[config.mk]
export PLATFORM = sky130hd
export DESIGN_NAME = scm_stream_reader_flat
export DESIGN_NICKNAME = d
export VERILOG_FILES = /design/src/rtl/scm_stream_reader_pkg.sv /design/src/rtl/scm_stream_reader_if.sv /design/src/rtl/scm_stream_reader_skid.sv /design/src/rtl/scm_stream_reader.sv /design/src/flat_wrapper.sv
export SDC_FILE = /design/constraint.sdc
export NUM_CORES = 1
export LEC_CHECK = 0
export ABC_AREA = 1
export CORE_ASPECT_RATIO = 1.1
export CORE_MARGIN = 2
export CORE_UTILIZATION = 49
export CTS_BUF_LIST = sky130_fd_sc_hd__clkbuf_4 sky130_fd_sc_hd__clkbuf_8
export CTS_CLUSTER_SIZE = 25
export DETAILED_ROUTE_END_ITERATION = 8
export GPL_ROUTABILITY_DRIVEN = 0
export PLACE_DENSITY = 0.78
export REMOVE_ABC_BUFFERS = 1
export SETUP_SLACK_MARGIN = 0.2
export SLEW_MARGIN = 20
export SYNTH_ARGS = -nofsm -noshare
export SYNTH_HDL_FRONTEND = slang
export SYNTH_HIERARCHICAL = 1
export SYNTH_SLANG_ARGS = --single-unit
[constraint.sdc]
create_clock -name clk_i -period 2 [get_ports clk_i]
set_input_delay 0.3 -clock clk_i [delete_from_list [all_inputs] [get_ports clk_i]]
set_output_delay 0.3 -clock clk_i [all_outputs]
set_load 0.005 [all_outputs]
[src/rtl/scm_stream_reader_pkg.sv]
`default_nettype none
// ============================================================================
// Module      : scm_stream_reader_pkg
// Description : Shared types and helpers for the SCM stream reader.
//               - reader_state_e : reader FSM encoding
//               - wrap_inc       : row-address increment with wrap at row_cnt
// Revision    : 1.0 - initial release
// ============================================================================
package scm_stream_reader_pkg;

    typedef enum logic [1:0] {
        ST_IDLE   = 2'd0,
        ST_STREAM = 2'd1,
        ST_DRAIN  = 2'd2
    } reader_state_e;

    // Next row address.  The row count need not be a power of two, so the
    // wrap is an explicit compare rather than natural overflow.
    function automatic int unsigned wrap_inc(input int unsigned addr,
                                             input int unsigned row_cnt);
        return ((addr + 32'd1) >= row_cnt) ? 32'd0 : (addr + 32'd1);
    endfunction

endpackage
`default_nettype wire

[src/rtl/scm_stream_reader_if.sv]
`default_nettype none
// ============================================================================
// Module      : scm_stream_reader_if
// Description : Valid/ready stream carrying SCM rows to a consumer.
//               data_o  : row payload      (master -> slave)
//               valid_o : beat valid       (master -> slave)
//               last_o  : final beat mark  (master -> slave)
//               ready_i : consumer ready   (slave  -> master)
// Revision    : 1.0 - initial release
// ============================================================================
interface scm_stream_reader_if #(
    parameter int WORD_WIDTH = 25
);
    logic [WORD_WIDTH-1:0] data_o;
    logic                  valid_o;
    logic                  last_o;
    logic                  ready_i;

    modport master (output data_o, output valid_o, output last_o, input ready_i);
    modport slave  (input data_o, input valid_o, input last_o, output ready_i);
endinterface
`default_nettype wire

[src/rtl/scm_stream_reader_skid.sv]
`default_nettype none
// ============================================================================
// Module      : scm_stream_skid
// Description : Two-entry valid/ready skid buffer with synchronous flush.
//               Ports: clk, rst (async, active-high), i_flush, i_push,
//               i_data, o_full, o_empty_next, o_data, o_valid, i_ready.
//               o_full depends only on registered state, so the producer's
//               push enable never sees i_ready combinationally.
// Revision    : 1.0 - initial release
// ============================================================================
module scm_stream_skid #(
    parameter int WIDTH = 26
) (
    input  wire logic             clk,
    input  wire logic             rst,
    input  wire logic             i_flush,
    input  wire logic             i_push,
    input  wire logic [WIDTH-1:0] i_data,
    output logic                  o_full,
    output logic                  o_empty_next,
    output logic [WIDTH-1:0]      o_data,
    output logic                  o_valid,
    input  wire logic             i_ready
);

    logic [1:0]       r_count;
    logic [1:0]       w_count_next;
    logic [1:0]       w_wr_idx;
    logic [WIDTH-1:0] r_slot0;     // head entry, always presented on o_data
    logic [WIDTH-1:0] r_slot1;
    logic             w_pop;

    assign o_valid = (r_count != 2'd0);
    assign o_full  = (r_count == 2'd2);
    assign o_data  = r_slot0;
    assign w_pop   = o_valid & i_ready;

    always_comb begin
        w_count_next = r_count;
        if (i_push && !w_pop) begin
            w_count_next = r_count + 2'd1;
        end else if (!i_push && w_pop) begin
            w_count_next = r_count - 2'd1;
        end
        if (i_flush) begin
            w_count_next = 2'd0;
        end
    end

    // Lets the owner finish a burst in the same cycle the last beat leaves.
    assign o_empty_next = (w_count_next == 2'd0);

    // Slot the incoming word lands in after this cycle's pop has shifted.
    assign w_wr_idx = r_count - {1'b0, w_pop};

    always_ff @(posedge clk or posedge rst) begin
        if (rst) begin
            r_count <= 2'd0;
            r_slot0 <= '0;
            r_slot1 <= '0;
        end else if (i_flush) begin
            r_count <= 2'd0;
        end else begin
            r_count <= w_count_next;
            if (w_pop && (r_count == 2'd2)) begin
                r_slot0 <= r_slot1;
            end
            if (i_push) begin
                if (w_wr_idx == 2'd0) begin
                    r_slot0 <= i_data;
                end else begin
                    r_slot1 <= i_data;
                end
            end
        end
    end

endmodule
`default_nettype wire

[src/rtl/scm_stream_reader.sv]
`default_nettype none
// ============================================================================
// Module      : scm_stream_reader
// Description : Read-side controller for a latch-based 1R1W SCM.  Walks
//               ROW_CNT-modulo addresses from a start row, samples the
//               combinational read data and emits rows as a valid/ready
//               stream with last marking.
//               Ports: clk_i, rst_i (async, active-high), start_i,
//               start_addr_i, len_i, abort_i, busy_o, done_o, scm_raddr_o,
//               scm_rdata_i, strm (stream master: data/valid/last/ready).
// Revision    : 1.0 - initial release
// ============================================================================
module scm_stream_reader
    import scm_stream_reader_pkg::*;
#(
    parameter  int WORD_WIDTH = 25,
    parameter  int ROW_CNT    = 64,
    localparam int ADDR_WIDTH = (ROW_CNT > 1) ? $clog2(ROW_CNT) : 1,
    localparam int LEN_WIDTH  = $clog2(ROW_CNT + 1)
) (
    input  wire logic                  clk_i,
    input  wire logic                  rst_i,
    input  wire logic                  start_i,
    input  wire logic [ADDR_WIDTH-1:0] start_addr_i,
    input  wire logic [LEN_WIDTH-1:0]  len_i,
    input  wire logic                  abort_i,
    output logic                       busy_o,
    output logic                       done_o,
    output logic [ADDR_WIDTH-1:0]      scm_raddr_o,
    input  wire logic [WORD_WIDTH-1:0] scm_rdata_i,
    scm_stream_reader_if.master        strm
);

    localparam logic [LEN_WIDTH-1:0] c_ROW_CNT_LEN = LEN_WIDTH'(ROW_CNT);
    localparam logic [LEN_WIDTH-1:0] c_LEN_ONE     = LEN_WIDTH'(1);

    reader_state_e         r_state;
    reader_state_e         w_state_next;
    logic [ADDR_WIDTH-1:0] r_addr;
    logic [ADDR_WIDTH-1:0] w_start_addr;
    logic [LEN_WIDTH-1:0]  r_rem;
    logic [LEN_WIDTH-1:0]  w_len;
    logic                  r_done;
    logic                  w_done_set;
    logic                  w_capture;
    logic                  w_load;
    logic                  w_flush;
    logic                  w_buf_full;
    logic                  w_buf_empty_next;
    logic [WORD_WIDTH:0]   w_out_payload;

    // Out-of-range start rows fold back into the array; oversize lengths
    // saturate at one full pass.
    assign w_start_addr = ADDR_WIDTH'(32'(start_addr_i) % ROW_CNT);
    assign w_len        = (32'(len_i) > ROW_CNT) ? c_ROW_CNT_LEN : len_i;

    // ---------------- state register ----------------
    always_ff @(posedge clk_i or posedge rst_i) begin
        if (rst_i) begin
            r_state <= ST_IDLE;
        end else begin
            r_state <= w_state_next;
        end
    end

    // ---------------- next-state logic ----------------
    always_comb begin
        w_state_next = r_state;
        case (r_state)
            ST_IDLE: begin
                if (start_i && (w_len != '0)) begin
                    w_state_next = ST_STREAM;
                end
            end
            ST_STREAM: begin
                if (abort_i) begin
                    w_state_next = ST_IDLE;
                end else if (w_capture && (r_rem == c_LEN_ONE)) begin
                    w_state_next = ST_DRAIN;
                end
            end
            ST_DRAIN: begin
                if (abort_i || w_buf_empty_next) begin
                    w_state_next = ST_IDLE;
                end
            end
            default: w_state_next = ST_IDLE;
        endcase
    end

    // ---------------- output / control logic ----------------
    always_comb begin
        w_load     = (r_state == ST_IDLE) && start_i && (w_len != '0);
        w_flush    = (r_state != ST_IDLE) && abort_i;
        // Capture depends only on registered buffer occupancy, never ready_i.
        w_capture  = (r_state == ST_STREAM) && !w_buf_full && !abort_i;
        w_done_set = ((r_state == ST_IDLE) && start_i && (w_len == '0))
                   || w_flush
                   || ((r_state == ST_DRAIN) && w_buf_empty_next);
    end

    // ---------------- address / count / done datapath ----------------
    always_ff @(posedge clk_i or posedge rst_i) begin
        if (rst_i) begin
            r_addr <= '0;
            r_rem  <= '0;
            r_done <= 1'b0;
        end else begin
            r_done <= w_done_set;
            if (w_load) begin
                r_addr <= w_start_addr;
                r_rem  <= w_len;
            end else if (w_flush) begin
                r_rem  <= '0;
            end else if (w_capture) begin
                r_addr <= ADDR_WIDTH'(wrap_inc(32'(r_addr), ROW_CNT));
                r_rem  <= r_rem - c_LEN_ONE;
            end
        end
    end

    scm_stream_skid #(
        .WIDTH (WORD_WIDTH + 1)
    ) u_skid (
        .clk          (clk_i),
        .rst          (rst_i),
        .i_flush      (w_flush),
        .i_push       (w_capture),
        .i_data       ({(r_rem == c_LEN_ONE), scm_rdata_i}),
        .o_full       (w_buf_full),
        .o_empty_next (w_buf_empty_next),
        .o_data       (w_out_payload),
        .o_valid      (strm.valid_o),
        .i_ready      (strm.ready_i)
    );

    assign strm.data_o = w_out_payload[WORD_WIDTH-1:0];
    assign strm.last_o = w_out_payload[WORD_WIDTH];
    assign busy_o      = (r_state != ST_IDLE);
    assign done_o      = r_done;
    assign scm_raddr_o = r_addr;

endmodule
`default_nettype wire

[src/flat_wrapper.sv]
// flat-port wrapper written by rule: the top's interface ports become plain ports
module scm_stream_reader_flat import scm_stream_reader_pkg::*;
#(
    parameter  int WORD_WIDTH = 25,
    parameter  int ROW_CNT    = 64,
    localparam int ADDR_WIDTH = (ROW_CNT > 1) ? $clog2(ROW_CNT) : 1,
    localparam int LEN_WIDTH  = $clog2(ROW_CNT + 1)
)
  (clk_i, rst_i, start_i, start_addr_i, len_i, abort_i, busy_o, done_o, scm_raddr_o, scm_rdata_i, strm_data_o, strm_valid_o, strm_last_o, strm_ready_i);
  scm_stream_reader_if #(.WORD_WIDTH(WORD_WIDTH)) strm_i ();
  input  wire logic clk_i;
  input  wire logic rst_i;
  input  wire logic start_i;
  input  wire logic [ADDR_WIDTH-1:0] start_addr_i;
  input  wire logic [LEN_WIDTH-1:0] len_i;
  input  wire logic abort_i;
  output logic busy_o;
  output logic done_o;
  output logic [ADDR_WIDTH-1:0] scm_raddr_o;
  input  wire logic [WORD_WIDTH-1:0] scm_rdata_i;
  output wire logic [$bits(strm_i.data_o)-1:0] strm_data_o;
  output wire logic [$bits(strm_i.valid_o)-1:0] strm_valid_o;
  output wire logic [$bits(strm_i.last_o)-1:0] strm_last_o;
  input wire logic [$bits(strm_i.ready_i)-1:0] strm_ready_i;
  assign strm_data_o = strm_i.data_o;
  assign strm_valid_o = strm_i.valid_o;
  assign strm_last_o = strm_i.last_o;
  assign strm_i.ready_i = strm_ready_i;
  scm_stream_reader #(.WORD_WIDTH(WORD_WIDTH), .ROW_CNT(ROW_CNT)) u_core (.clk_i(clk_i), .rst_i(rst_i), .start_i(start_i), .start_addr_i(start_addr_i), .len_i(len_i), .abort_i(abort_i), .busy_o(busy_o), .done_o(done_o), .scm_raddr_o(scm_raddr_o), .scm_rdata_i(scm_rdata_i), .strm(strm_i));
endmodule
==> flow_summary.ini, run 1 <==
[die]
start_util_pct = 50.73
core_mm2 = 0.008408
ios = 78
fp.dieW_um = 92.96
row_count = 35
die_height_um = 101.9
dieArea_mm2 = 0.009468

[synthesis]
synth_xor_area_share_pct = 0.4107
postSynthAreaPerCell_um2 = 7.004
yosysTopAreaCellShare_pct = 41.07
syn_area_mm2 = 0.004265
yosys_warnings = 6
synth-seq-cells = 70
seq_area_frac_synth_pct = 41.07
synth-compound-area-share_pct = 5.896
yosysMostFrequentCell = nand2_1
async_flop_share_pct = 100.0
synth_top_family_by_area = simple AND/OR/NAND/NOR gates
muxShareOfSynthArea_pct = 0
synthTopCellsByArea = dfrtp_1 (41%), nand2_1 (20%), nand4_1 (8.5%)
synth_flop_cell = dfrtp_1
synth_fa_ha_area_share_pct = 1.467
synth_enable_flop_cells = 0
syn_inst = 609
yosys.area.top_type = dfrtp_1
synth-simple-area-share_pct = 38.96
synth_commonest_cells = nand2_1 (229), inv_1 (74), dfrtp_1 (70)
ys_types = 33

[sta]
max_freq_mhz = 523.5
min_period_over_period_pct = 95.51
fin_hold_ws_ns = 0.3516
min_period_ns = 1.910
rsz0062_at_grt = true
worstMarginPinSlew_ns = 0.6350
slew_viol_final = 0
fin_skew_ns = 0.01444
max_slew_margin_pct = 57.62
finalSetupViolations = 0
hold_viol_final = 0

[final_layout]
layout.nets = 752
final_area_mm2 = 0.005574
diodes = 0
syn_to_final_growth_pct = 30.68
drive_above_1_share_pct = 12.83
fin_cells = 820

[clock_network]
clock_path_buffers = 2
cts.htree.levels = 3
numCtsBuffers = 9
tritoncts = done
cts_root_buf = clkbuf_8
clock_latency_ns = 0.35
cts.sinks = 70
clk_pin_slew_worst_paths_ns = 0.08

[global_routing]
grt_max_degree = 55
grt_usage_pct = 24.92
grt_pass1_wl_mm = 19.13
antenna_found_initial = 0
grt_pass1_vias = 4336
grt_overflow_total = 0

[power]
combPwrFrac_pct = 56.1
p_int_mw = 4.474
p_switching_mw = 3.665
vdd_drop_max_uv = 729.3
switching_share_pct = 45.03
p_leak_nw = 2.907
clockPowerShare_pct = 12.6
powerDensity_mw_per_mm2 = 1460
seqPwrFrac_pct = 31.3

[placement]
dpl_cell_area_mm2 = 0.005219
numPortBuffers = 77
hpwl_mm = 7.782
post-place-cells = 792

[routing]
firstDrtPassIters = 5
wl_per_cell_um = 14.32
wirelength_mm = 11.74
vias = 4469
ant_nets = 0
drt_iter0_markers = 318
drc = 0
routed_via_density = 5.450

[run_status]
status = finished clean

[setup_path]
cp_slowest_cell = dfrtp_1
startpoint = u_core/r_state[0]$_DFFE_PP0P_
cp-start-kind = flip-flop
path_buf_inv = 4
critPathMaxFanout = 38
path_class = flip-flop to flip-flop
cp.arrival_ns = 2.15
end_kind = flip-flop
cpPeakStageDelay_ns = 0.40
required_ns = 2.24
crit_family = buffers and inverters
crit_chain = inv_2 > nor3_4 > nand2_2 > inv_4 > buf_4 > nand3_2 > buf_12 > o21ai_0
worstReg2RegStart = u_core/r_state[0]$_DFFE_PP0P_

[run]
drv_cap = 0

[hold_path]
hold_class = primary input to async pin
==> path summary, 6_finish.rpt <==
| kind | endpoint | slack [ns] | cells after the start |
|---|---|---|---|
| worst max register to register | u_core/u_skid/r_slot1[1]$_DFFE_PP0P_ | 0.09 | 8 |
| min in group clk_i | u_core/u_skid/r_slot1[15]$_DFFE_PP0P_ | 0.49 | 2 |
| worst max-delay path | u_core/u_skid/r_slot1[1]$_DFFE_PP0P_ | 0.09 | 8 |
| worst min-delay path | u_core/u_skid/o_data[23]$_DFFE_PP0N_ | 0.35 | 3 |
| max in group asynchronous | u_core/r_state[1]$_DFFE_PP0P_ | 1.16 | 2 |
| worst min register to register | u_core/u_skid/r_slot1[15]$_DFFE_PP0P_ | 0.49 | 2 |
==> routing by layer <==
metal | vias to the layer above | part of all wire (%) | GRT usage (%)
met5 | - | 0 | 0
met4 | 0 | 1.5 | 9.276
met3 | 22 | 6.9 | 4.941
met2 | 188 | 51 | 44.15
met1 | 2108 | 41 | 30.26
li1 | 2151 | - | -
==> kinds of logic after synthesis <==
family | count (synthesis)
AO/OA/AOI/OAI | 48
XOR/XNOR | 2
adder cells (fa/ha/maj) | 5
buffers and inverters | 116
flip-flops | 70
AND/OR/NAND/NOR | 368
==> sequential cells by signal, indices dropped and copies added (netlist names) <==
| name | count |
|---|---|
| u_core/r_state | 2 |
| u_core/u_skid/o_data | 26 |
| u_core/u_skid/r_slot1 | 26 |
| u_core/done_o | 1 |
| u_core/u_skid/r_count | 2 |
| u_core/scm_raddr_o | 6 |
| u_core/r_rem | 7 |
==> what timing repair did <==
action	CTS	global route
cloned	1	1
endpoints found under the setup margin	52	67
buffers inserted	6	4
hold endpoints to repair	0	0
pin swaps	3	8
gates resized for setup	8	21
hold buffers	0	0
==> worst register-to-register path, cell delays in order (launching register included) <==
cell and delay (ns):
dfrtp_1 0.40, inv_2 0.08, nor3_4 0.20, nand2_2 0.11
inv_4 0.10, buf_4 0.30, nand3_2 0.16, buf_12 0.19
o21ai_0 0.27
==> stage by stage <==
stage / setup WS (ns) / util, % / power, mW / setup TNS, ns
finish: 0.08983 / 66.29 / 8.139 / 0
global route: 0.002014 / 66.29 / 8.808 / 0
CTS: 0.1674 / 64.99 / 7.854 / 0
detailed placement: -0.2176 / 62.07 / 6.671 / -5.527
global placement: -0.07472 / 62.07 / 6.482 / -2.105
floorplan: -0.6808 / - / 4.881 / -28.30
==> area by class of cell <==
class	count	area [µm²]
clock buffers	10	137.6
clock inverters	6	37.54
fillers	723	2834
inverters	82	319.1
multi-input cells	425	2085
flip-flops and latches	70	1753
well taps	111	138.9
repair buffers	116	1104
==> placed cells by master (no fill, tap or decap), drive strengths merged <==
cell,count
inv,78
o21bai,1
clkdlybuf4s50,76
dlygate4sd2,1
and3,1
xor2,1
nor3,2
xnor2,1
a31oi,1
o21ai,39
clkbuf,10
or2,1
ha,5
nand2,235
nor2,25
clkinv,10
nand4,58
dfrtp,70
nand3,48
a21oi,4
o211ai,2
buf,39
a21boi,1
==> power by group through the flow <==
stage	Sequential (mW)	Clock [mW]	Combinational, mW
finish	2.55	1.02	4.57
global route	2.61	1.12	5.08
CTS	2.52	1.04	4.29
detailed placement	2.54	0	4.13
global placement	2.51	0	3.97
floorplan	2.46	0	2.42
No activity file was read; power rests on OpenSTA's default activity.
==> inputs of run 2 (changes only) <==
Settings changed: REMOVE_ABC_BUFFERS 1 to default, SLEW_MARGIN 20 to default, TNS_END_PERCENT from default to 5.
==> run 2 against run 1 <==
Effect of this change: sequential power about the same; non-clock buffer count rose by 2; worst setup slack better by 0.10 ns; critical endpoint is now busy_o.
==> flow_summary.ini, run 2 (synthesis gave the netlist of run 1 again) <==
[run_status]
status = finished clean

[setup_path]
worstReg2RegStart = u_core/u_skid/r_count[0]$_DFF_PP0_
path_class = flip-flop to output port
rr_worst_depth = 12
r2r-end = u_core/u_skid/o_data[12]$_DFFE_PP0N_
reg2reg_slack_ns = 0.20
cp-start-kind = flip-flop
required_ns = 1.70
critPathMaxFanout = 3
end_kind = output port
cp.arrival_ns = 1.51

[routing]
drt_iter0_markers = 375
wirelength_mm = 11.79
routed_via_density = 5.411
vias = 4448
firstDrtPassIters = 5
wl_per_cell_um = 14.34
drc = 0
ant_nets = 0

[sta]
min_period_over_period_pct = 90.49
worstMarginPinSlew_ns = 0.6299
rsz0062_at_grt = true
slew_viol_final = 0
finalSetupViolations = 0
fin_skew_ns = 0.01454
min_period_ns = 1.810
fin_tns_setup_ns = 0
max_freq_mhz = 552.6
hold_viol_final = 0
layout_setup_ws_ns = 0.1902
max_slew_margin_pct = 57.96

[final_layout]
layout_commonest_cell = nand2_1
layout.nets = 754
final_cell_mix = nand2_1 (228), clkdlybuf4s50_1 (76), dfrtp_1 (69)
fin_cells = 822
multi_input_area_mm2 = 0.002086
final_util_pct = 66.79
drive_above_1_share_pct = 12.94
diodes = 0
regArea_mm2 = 0.001753
fillers = 731
syn_to_final_growth_pct = 31.65

[global_routing]
antenna_found_initial = 0
grt_use_met1_pct = 33.19
grt_pass1_wl_mm = 19.69
grt_pass1_vias = 4265
grt_overflow_total = 0
grt_max_degree = 31
busiest_layer = met2
gr-usage-met3_pct = 4.204
met2_usage_pct = 44.82
grt_usage_pct = 25.87

[clock_network]
clock_path_buffers = 2
numCtsBuffers = 9
cts.htree.levels = 3
clk_pin_slew_worst_paths_ns = 0.08
cts_root_buf = clkbuf_8
tritoncts = done
cts.sinks = 70
clock_latency_ns = 0.34

[power]
p_leak_nw = 2.928
vdd_drop_max_uv = 826.9
powerDensity_mw_per_mm2 = 1506
fin_total_pwr_mw = 8.456

[die]
ios = 78
row_count = 35
start_util_pct = 50.73
core_mm2 = 0.008408
dieArea_mm2 = 0.009468
die_height_um = 101.9
fp.dieW_um = 92.96

[hold_path]
hold_class = primary input to async pin

[placement]
hpwl_mm = 7.604
numPortBuffers = 77
post-place-ws_ns = -0.1203
post-place-cells = 791

[synthesis]
syn_nets = 657

[run]
drv_cap = 0
## run 2: per-stage QoR
stage	hold slack, ns	area, µm²
finish	0.3748	5615
floorplan	0.2137	4305
CTS	0.3933	5484
detailed placement	0.4749	5195
global route	0.4158	5615
global placement	0.4658	5195
## run 2: area by class of cell
class / instances / area share (%)
timing repair buffer: 118 / 19.47
multi-input combinational: 425 / 37.14
clock buffer: 11 / 2.585
inverter: 82 / 5.637
tap: 111 / 2.473
clock inverter: 5 / 1.471
sequential: 70 / 31.22
## run 2: report_power, final
part / total [mW] / internal [mW] / switching (mW)
logic: 4.60 / 1.99 / 2.61
clock network: 1.31 / 0.753 / 0.554
registers: 2.55 / 2.04 / 0.506
total: 8.46 / 4.78 / 3.67
## run 2: how the worst max path moves through the flow
| stage | startpoint | to | depth (start not counted) |
|---|---|---|---|
| 6_report | u_core/r_state[0]$_DFFE_PP0P_ | busy_o | 4 |
| 3_5_place_dp | abort_i | u_core/u_skid/o_data[1]$_DFFE_PP0N_ | 9 |
| 5_1_grt | u_core/u_skid/r_count[0]$_DFF_PP0_ | u_core/r_state[1]$_DFFE_PP0P_ | 15 |
| 3_3_place_gp | abort_i | u_core/u_skid/o_data[21]$_DFFE_PP0N_ | 9 |
| 2_1_floorplan | u_core/u_skid/r_count[1]$_DFF_PP0_ | u_core/r_state[1]$_DFFE_PP0P_ | 16 |
| 4_1_cts | u_core/u_skid/r_count[0]$_DFF_PP0_ | u_core/u_skid/o_data[17]$_DFFE_PP0N_ | 10 |
## run 2: critical path, stage by stage (launching register included)
cell	delay, ns
dfrtp_1	0.40
buf_4	0.15
nor2_4	0.10
inv_1	0.08
clkdlybuf4s50_1	0.45
## run 2: repair_timing
item	4_1_cts	5_1_grt
hold buffers	0	0
resized for setup	4	13
hold endpoints to repair	0	0
buffers inserted	4	9
endpoints found under the setup margin	29	55
pin swaps	2	7
gates cloned	2	0
## run 2: metal layers
metal	part of all wire, %	vias up
met5	0	-
met2	50	189
met1	42	2091
met4	1.5	0
li1	-	2148
met3	6.4	20
==> variant: new RTL, config.mk and constraints of run 1 <==
`WORD_WIDTH` is set to 25 in 3 places; all go to 29.
--- a/src/rtl/scm_stream_reader_if.sv
+++ b/src/rtl/scm_stream_reader_if.sv
@@ -10,5 +10,5 @@
 // ============================================================================
 interface scm_stream_reader_if #(
-    parameter int WORD_WIDTH = 25
+    parameter int WORD_WIDTH = 29
 );
     logic [WORD_WIDTH-1:0] data_o;
--- a/src/rtl/scm_stream_reader.sv
+++ b/src/rtl/scm_stream_reader.sv
@@ -14,5 +14,5 @@
     import scm_stream_reader_pkg::*;
 #(
-    parameter  int WORD_WIDTH = 25,
+    parameter  int WORD_WIDTH = 29,
     parameter  int ROW_CNT    = 64,
     localparam int ADDR_WIDTH = (ROW_CNT > 1) ? $clog2(ROW_CNT) : 1,
--- a/src/flat_wrapper.sv
+++ b/src/flat_wrapper.sv
@@ -2,5 +2,5 @@
 module scm_stream_reader_flat import scm_stream_reader_pkg::*;
 #(
-    parameter  int WORD_WIDTH = 25,
+    parameter  int WORD_WIDTH = 29,
     parameter  int ROW_CNT    = 64,
     localparam int ADDR_WIDTH = (ROW_CNT > 1) ? $clog2(ROW_CNT) : 1,
Ports: changed (resized scm_rdata_i and strm_data_o); port bits go from 78 to 86. The function was not compared with the original's and may differ.
==> variant against run 1 <==
  * Clock power up 31%
  * Wire length grew 14%
  * Critical path depth is 3 higher
  * Worst setup slack better by 0.14 ns
  * Combinational power grew 14%
  * Clock skew decreased by 0.0086 ns
  * Sequential cell count up 8
  * Worst hold slack worse by 0.026 ns
  * Total power up 15%
  * Core utilization increased by 0.39 points
  * Count of clock-buffer cells in the layout grew 4
  * Synthesized area is 13% higher
  * Cell area increased by 13%
  * Critical endpoint is now u_core/u_skid/o_data[16]$_DFFE_PP0N_
==> variant: results (changes against run 1) <==
Run status = finished clean
Worst vdd ir = 0.0008125 V (+11%)
Vias = 4838 (+8.3%)
Cells after DPL = 858 (+8.3%)
Clk_skew = 0.005794 ns (-0.008641 ns)
Iteration-0 DRC Markers = 313 (-1.6%)
Fillers = 785 (+8.6%)
Max_slew headroom = 0.5634 (-0.01276)
Worst EP arrival = 2.07 ns (-0.08 ns)
Vias in the first global route = 4748 (+9.5%)
CTS clk-pin slew, worst paths = 0.08 ns (about the same)
Top post-synthesis cells by area = dfrtp_1, nand2_1, nand4_1
First drt pass iteration count = 6 (+1)
Nets = 818 (+8.8%)
WL final = 13360 µm (+14%)
Max stage delay on crit path = 0.45 ns (+0.05 ns)
Critical path peak fanout = 8 (-79%)
Fin crit period = 1.769 ns (-0.1414 ns)
Min Hold Slack = 0.3254 ns (-0.02617 ns)
Leak Pwr = 3.284 nW (+13%)
Pin count of the biggest net entering global routing = 41 (-25%)
All-Layer GR Usage = 0.2527 (+0.003473)
Register area share after synthesis = 0.4049 (-0.005798)
Initial antenna violation count = 0 (unchanged)
First-pass GRT wire length = 22060 µm (+15%)
DP Worst Slack = -0.1997 ns (+0.01787 ns)
Crit-path slowest cell = dfrtp_2
Layout cells sized above 1 = 0.1946 (+0.06620)
Post-Synthesis Cells = 671 (+10%)
Port Buf Inserts = 85 (+10%)
-- variant: kinds of logic (layout without fill, tap and decap cells) --
kind of cell	after synthesis	after routing	synth area share
xor gates and xnor gates	2	2	0.003634
and+or+nand+nor	404	404	0.3769
AOI/OAI and AO/OA	52	52	0.07968
buffers and inverters	130	230	0.1220
adders and majority gates	5	5	0.01298
DFF	78	78	0.4049
-- variant: worst reg2reg max path, delay by kind of cell (launching register included) --
family / cells / cell delay, ns
flops: 1 / 0.45
fa+ha+maj: 1 / 0.18
buf+inv: 5 / 0.61
simple gates: 5 / 0.46
-- variant: metrics by stage --
stage / area, µm² / util
final: 6297 / 0.6668
after global routing: 6297 / 0.6668
after CTS: 6143 / 0.6505
after detailed placement: 5857 / 0.6202
after global placement: 5857 / 0.6202
after floorplan: 4572 / -
-- variant: final timing paths --
check / startpoint / endpoint / cells after the start
max: u_core/u_skid/r_count[1]$_DFF_PP0_ / u_core/u_skid/o_data[16]$_DFFE_PP0N_ / 11
min: rst_i / u_core/u_skid/o_data[13]$_DFFE_PP0N_ / 2
max reg2reg: u_core/u_skid/r_count[1]$_DFF_PP0_ / u_core/u_skid/o_data[16]$_DFFE_PP0N_ / 11
min reg2reg: u_core/u_skid/r_slot1[25]$_DFFE_PP0P_ / u_core/u_skid/r_slot1[25]$_DFFE_PP0P_ / 2
max in group asynchronous: rst_i / u_core/u_skid/r_count[1]$_DFF_PP0_ / 3
min in group clk_i: u_core/u_skid/r_slot1[25]$_DFFE_PP0P_ / u_core/u_skid/r_slot1[25]$_DFFE_PP0P_ / 2
-- variant: report_power, final --
group / internal [W] / leakage [nW] / total (W) / switching, W
logic: 0.00226 / 2.18 / 0.00521 / 0.00295
clock network: 0.000728 / 0.112 / 0.00134 / 0.000612
registers: 0.00227 / 0.989 / 0.00282 / 0.000548
-- variant: area by class of cell --
type,count,area share
multi-input combinational,463,0.3702
sequential,78,0.3102
timing repair buffer,124,0.2066
inverter,90,0.05424
clock buffer,14,0.02960
tap,117,0.02325
clock inverter,2,0.005961
-- variant: what timing repair did --
item / in CTS / in global routing
gates resized for setup: 8 / 17
setup endpoints to repair: 34 / 54
buffers inserted: 3 / 8
pin swaps: 3 / 8
gates cloned: 1 / 2
-- variant: per-layer routing --
layer	vias up	routed length [µm]	global-route usage
met3	30	961	0.03878
met1	2266	5492	0.3213
met5	-	0	0
met2	202	6594	0.4325
li1	2340	-	-
met4	0	307	0.1037
